$ cat config.mk
export PLATFORM = sky130hd
export DESIGN_NAME = fifo_rd_stream
export DESIGN_NICKNAME = d
export VERILOG_FILES = /design/src/rtl/fifo_rd_stream.sv
export SDC_FILE = /design/constraint.sdc
export NUM_CORES = 1
export LEC_CHECK = 0
export ABC_AREA = 1
export CORE_MARGIN = 2
export CORE_UTILIZATION = 41
export DETAILED_ROUTE_END_ITERATION = 8
export GPL_TIMING_DRIVEN = 1
export PLACE_DENSITY = 0.85
export REMOVE_ABC_BUFFERS = 1
export SYNTH_ARGS = -nofsm -noshare
export SYNTH_HDL_FRONTEND = slang
export SYNTH_SLANG_ARGS = --single-unit
export TNS_END_PERCENT = 1
$ cat constraint.sdc
create_clock -name clk -period 2 [get_ports clk]
set_input_delay 0.3 -clock clk [delete_from_list [all_inputs] [get_ports clk]]
set_output_delay 0.3 -clock clk [all_outputs]
set_load 0.02 [all_outputs]
$ cat src/rtl/fifo_rd_stream.sv
// Read-side controller: pops a one-cycle-latency FIFO into a 2-entry buffer exposed as a valid/ready stream.
// Optional accepted-byte counter on pop_count is enabled by defining FIFO_RD_CNT_EN.
module fifo_rd_stream #(
    parameter int DATA_W = 8,
    parameter int CNT_W  = 8
) (
    input  logic              clk,
    input  logic              rst_n,
    input  logic              ena,
    input  logic              fifo_empty,
    output logic              fifo_rd_en,
    input  logic [DATA_W-1:0] fifo_rd_data,
    output logic              m_valid,
    output logic [DATA_W-1:0] m_data,
    input  logic              m_ready,
    output logic              busy,
    output logic [CNT_W-1:0]  pop_count
);

    typedef enum logic [1:0] {
        EMPTY = 2'd0,
        ONE   = 2'd1,
        TWO   = 2'd2
    } occ_e;

    occ_e              state_q, state_d;
    logic              inflight_q;
    logic [DATA_W-1:0] head_q, head_d;
    logic [DATA_W-1:0] tail_q, tail_d;

    logic              accept;
    logic [1:0]        occ;
    logic [1:0]        afterAccept;
    logic [1:0]        committed;

    assign occ     = state_q;
    assign m_valid = (state_q != EMPTY);
    assign m_data  = head_q;
    assign busy    = m_valid | inflight_q;
    assign accept  = m_valid & m_ready;

    // committed counts slots already spoken for; a pop is only allowed if one stays free for it.
    always_comb begin
        afterAccept = occ - {1'b0, accept};
        committed   = afterAccept + {1'b0, inflight_q};
        fifo_rd_en  = rst_n & ena & ~fifo_empty & (committed <= 2'd1);
    end

    always_comb begin
        state_d = state_q;
        head_d  = head_q;
        tail_d  = tail_q;

        unique case (committed)
            2'd0:    state_d = EMPTY;
            2'd1:    state_d = ONE;
            default: state_d = TWO;
        endcase

        if (accept) begin
            head_d = tail_q;
        end

        // The returning byte lands in whichever slot is first free once the accept has shifted the buffer.
        if (inflight_q) begin
            if (afterAccept == 2'd0) begin
                head_d = fifo_rd_data;
            end else begin
                tail_d = fifo_rd_data;
            end
        end
    end

    always_ff @(posedge clk or negedge rst_n) begin
        if (!rst_n) begin
            state_q    <= EMPTY;
            inflight_q <= 1'b0;
            head_q     <= '0;
            tail_q     <= '0;
        end else begin
            state_q    <= state_d;
            inflight_q <= fifo_rd_en;
            head_q     <= head_d;
            tail_q     <= tail_d;
        end
    end

`ifdef FIFO_RD_CNT_EN
    logic [CNT_W-1:0] cnt_q, cnt_d;

    always_comb begin
        cnt_d = cnt_q;
        if (accept) begin
            cnt_d = cnt_q + 1'b1;
        end
    end

    always_ff @(posedge clk or negedge rst_n) begin
        if (!rst_n) begin
            cnt_q <= '0;
        end else begin
            cnt_q <= cnt_d;
        end
    end

    assign pop_count = cnt_q;
`else
    assign pop_count = '0;
`endif

endmodule

# --- After elaboration in Yosys (flattened, before gate mapping) ---
# Cells that the tools add are included.
op_classes:
  addsub: 2
  muxes: 4
  order_cmp: 1
  reduce_logical: 4
  n_bitwise: 7
  n_eq_ne: 1
ops:
  columns: ["op", "n"]
  rows:
  - ["8-bit 2-to-1 mux", 3]
  - ["1-bit bitwise AND", 4]
  - ["2-bit zero test", 2]
  - ["2-bit case mux with 2 select lines", 1]
  - ["2-bit by 1-bit adder with 2-bit output", 1]
  - ["2-bit by 1-bit equality test with 1-bit output (second input constant)", 1]
  - ["2-bit by 1-bit less-or-equal comparator with 1-bit output (second input constant)", 1]
  - ["1-bit inverter", 2]
  - ["2-bit AND reduction", 1]
  - ["2-bit nonzero test", 1]
  - ["2-bit by 1-bit subtractor with 2-bit output", 1]
  - ["1-bit OR", 1]
totals:
  in_bits: 13
  reg_bits: 19
  output_inout_bits: 19

# --- Logic depth before layout (Yosys ltp) ---
depth:
  ltp_word: 6
  depth_mapped: 10
  ltp_nobuf: 9

# --- Worst setup path after synthesis ---
# OpenSTA, ideal clock, no wires.
synth_path:
  kind: "reg2out"
  from: "reg state_q[1] (netlist: occ[1])"
  to: "out fifo_rd_en"
  path_stages_with_launch: 10
  arrival_ns: 1.923
  path_slack_ns: -0.223
  path_cell_list: "dfrtp_1 o21ai_2 inv_1 ha_1 buf_2 inv_1 ha_1 nand2_1 nand2_2 nor2_1"
synth_between:
  elab_chain_cells: 6
synth_rtl:
  columns: ["item", "line", "source"]
  rows:
  - ["from (decl)", "26", "occ_e state_q, state_d;"]
  - ["from (signal assigned)", "81", "state_q <= state_d;"]
  - ["2-bit nonzero test", "37", "assign m_valid = (state_q != EMPTY);"]
  - ["1-bit bitwise AND", "40", "assign accept = m_valid & m_ready;"]
  - ["2-bit by 1-bit subtractor with 2-bit output (*)", "44", "afterAccept = occ - {1'b0, accept};"]
  - ["2-bit by 1-bit adder with 2-bit output (*)", "45", "committed = afterAccept + {1'b0, inflight_q};"]
  - ["2-bit by 1-bit less-or-equal comparator with 1-bit output (*)", "46", "fifo_rd_en = rst_n & ena & ~fifo_empty & (committed <= 2'd1);"]
  - ["1-bit bitwise AND (*)", "46", null]
  - ["to (decl)", "11", "output logic fifo_rd_en,"]
# Mark *: on every way between the ends. The rest lies on a longest branch, timed or not.

# --- Worst setup path in the final report ---
layout_path:
  from: "reg state_q[0] (netlist: occ[0])"
  to: "out fifo_rd_en"
# The elaborated chain is that of the path after synthesis.

==> results <==
-- state kept, by name (all words and copies together), names as in the netlist --
register    cells
tail_q          8
occ             2
m_data          8
inflight_q      1
-- power by group --
part	internal, mW	total, mW	switching [mW]
Sequential	0.539	0.625	0.0858
Clock	0.0746	0.196	0.121
Combinational	0.479	1.14	0.657
-- cell usage in the layout (no fill, tap or decap), types with 2 or more instances in the layout --
master            n
nand2_1          51
clkdlybuf4s50_1  20
dfrtp_1          19
nand3_1          16
buf_4            12
nand4_1           8
conb_1            8
inv_2             4
nand2_2           4
clkbuf_4          3
inv_1             2
nand2_4           2
nand3b_1          2
nand3_4           2
ha_4              2
-- per-stage QoR --
stage / worst slack [ps] / total power [mW] / hold slack (ps)
after global placement: -541.4 / 1.679 / 454.7
final: -111.4 / 1.957 / 354.0
after global routing: -205.0 / 2.113 / 363.5
after floorplan: -216.1 / 1.260 / 4.409
after detailed placement: -578.3 / 1.719 / 460.2
after CTS: -121.2 / 1.931 / 352.0
-- cell type report --
type	count	area, um^2	area share, %
Clock inverter	1	5.005	0.3556
Tap cell	30	37.54	2.667
Inverter	6	22.52	1.600
Timing Repair Buffer	35	315.3	22.40
Sequential cell	19	475.5	33.78
Multi-Input combinational cell	99	529.3	37.60
Clock buffer	3	22.52	1.600
-- path summary, 6_finish.rpt --
kind                               to  slack [ps]
min                            occ[1]         350
max                        fifo_rd_en        -110
max reg2reg                    occ[0]         410
max in group asynchronous   m_data[5]        1440
min in group clk            tail_q[4]         490
min reg2reg                 tail_q[4]         490
-- routing by layer --
metal	GRT usage, %	share of wire [%]	vias up
met5	0	0	-
met4	12.92	3.7	0
met3	2.732	4.5	7
met2	28.97	51	35
met1	22.57	41	433
li1	-	-	477
-- timing repair --
action / in CTS / in global routing
pin swaps: 2 / 3
setup endpoints to repair: 3 / 1
setup buffers: 0 / 1
endpoints found under the hold margin: 0 / 0
gates resized for setup: 12 / 5
gates cloned: 0 / 0
-- cells by family (layout without fill, tap and decap cells) --
family | count (synthesis) | after routing | synth area share [%]
flops | 19 | 19 | 45.24
other cells | 1 | 8 | 0.3568
simple gates | 88 | 88 | 41.19
compound gates | 1 | 1 | 0.8335
fa+ha+maj | 2 | 2 | 2.381
buf+inv | 18 | 45 | 9.999
==> results by group <==
Pwr
  – Leakage power: 0.7219 nW
  – Maximum VDD drop: 0.001059 V
  – Pwr/cell area: 1390 nW/um^2

STA
  – Final Critical Period: 2111 ps
  – Final Hold Fails: 0
  – Tcrit/Tclk final: 105.6%
  – Clock skew: approximately 0.62 ps
  – Final Setup Violations: 1
  – Unrepaired setup endpoints after global routing: true
  – Post-Route Setup TNS: -111.4 ps
  – Fin worst setup slack: -111.4 ps
  – Fmax: 0.4736 GHz
  – Max-slew violation count: 0

Worst setup path
  – CP Class: flip-flop to output port
  – CP required: 1700 ps
  – R2R depth: 9
  – Worst path depth: 9
  – Critical-path top delay cell: dfrtp_1
  – R2R Path Start: occ[0]
  – Critical Path Fanout Max: 2
  – CP Buf/Inv Count: 3
  – CP arrival: ~1800 ps
  – Top delay family on crit path: adder cells
  – Setup crit start: occ[0]
  – Crit path capture type: output port
  – Startpoint Class: flip-flop
  – Worst path cell trace: o21ai_2 -> inv_2 -> ha_4 -> inv_2 -> ha_4 -> nand3b_1 -> nand2_2 -> nor2_4 -> buf_6
  – Max incr delay on CP: ~400 ps

Floorplan
  – Die W: 54.63 um
  – IO Count: 32
  – Total core area: 2455 um^2
  – DIE AREA: 2984 um^2
  – Starting density of the core: between 40% and 50%
  – Die Y-Extent: between 50 and 60 um
  – Rows: 18

Routing
  – Post-route ant nets: 0
  – Routed WL: 2342 um
  – Via density per instance: 4.933
  – TritonRoute pass-1 iters: 4
  – DR iter-0 viols: 30
  – # DRC: 0
  – Total vias in the final route: 952
  – Per-cell routed wire length: 12.13 um

CTS
  – Clock buffer depth: 2
  – H-tree depth: 1
  – Worst-Skew Late Latency: 300 ps
  – CTS tree: yes
  – CTS Sinks: 19
  – CTS clock-pin slew for the worst setup and hold paths: 110 ps
  – Clock root cell: clkbuf_4
  – CTS Buf Count: 3
  – Hold buffers post-CTS: 0

Run status
  – Status: finished with violations
  – Violated checks: negative setup slack

Logic synthesis
  – Sequential area share after synthesis: 45.24%
  – Seq cells post-synth: 19
  – Post-Syn Area: 1051 um^2
  – YS warnings: 0
  – Mapped Cells: around 130
  – Synth unique cells: 17
  – Synth cell count leaders: nand2_1, dfrtp_1, nand3_1, buf_4, nand4_1
  – Most instantiated library cell after synthesis: nand2_1
  – Yosys top cell area share: 45.24%
  – Asr flop ratio synth: 100.0%
  – Post-synth EDFFs: 0
  – Synth Flop Type: dfrtp_1
  – Area contributors post-synth: dfrtp_1, nand2_1, nand3_1
  – Area leader, netlist: dfrtp_1
  – Mean area per synthesized cell: 8.147 um^2

GRT
  – First-pass GRT wire length: 3732 um
  – Gr ovfl total: 0
  – Pin count of the biggest net entering global routing: 20
  – Initial antenna violation count: 0
  – Vias in the first global route: 836
  – Total track usage: between 10% and 20%

Layout
  – Area Overhead vs Synth: 33.93%
  – Fillers: about 230
  – Final layout net count: 179
  – Final std cells w/o fill: 193
  – Fraction of layout cells with a size suffix above 1: 21.47%
  – Util after Layout: 57.34%
  – Antenna Diode Count: 0
  – Final instance area: 1408 um^2

Job
  – Max-cap violations: 0

Worst hold path
  – HP Class: input pin to async pin

Placed design
  – Placed Cells: ~190
  – Routability cong.: between 0.8 and 0.9
  – Detailed placement HPWL: 1643 um
  – Placement Cell Area: around 1300 um^2
  – I/O Buffers: 23
No activity file was read; power rests on OpenSTA's default activity.
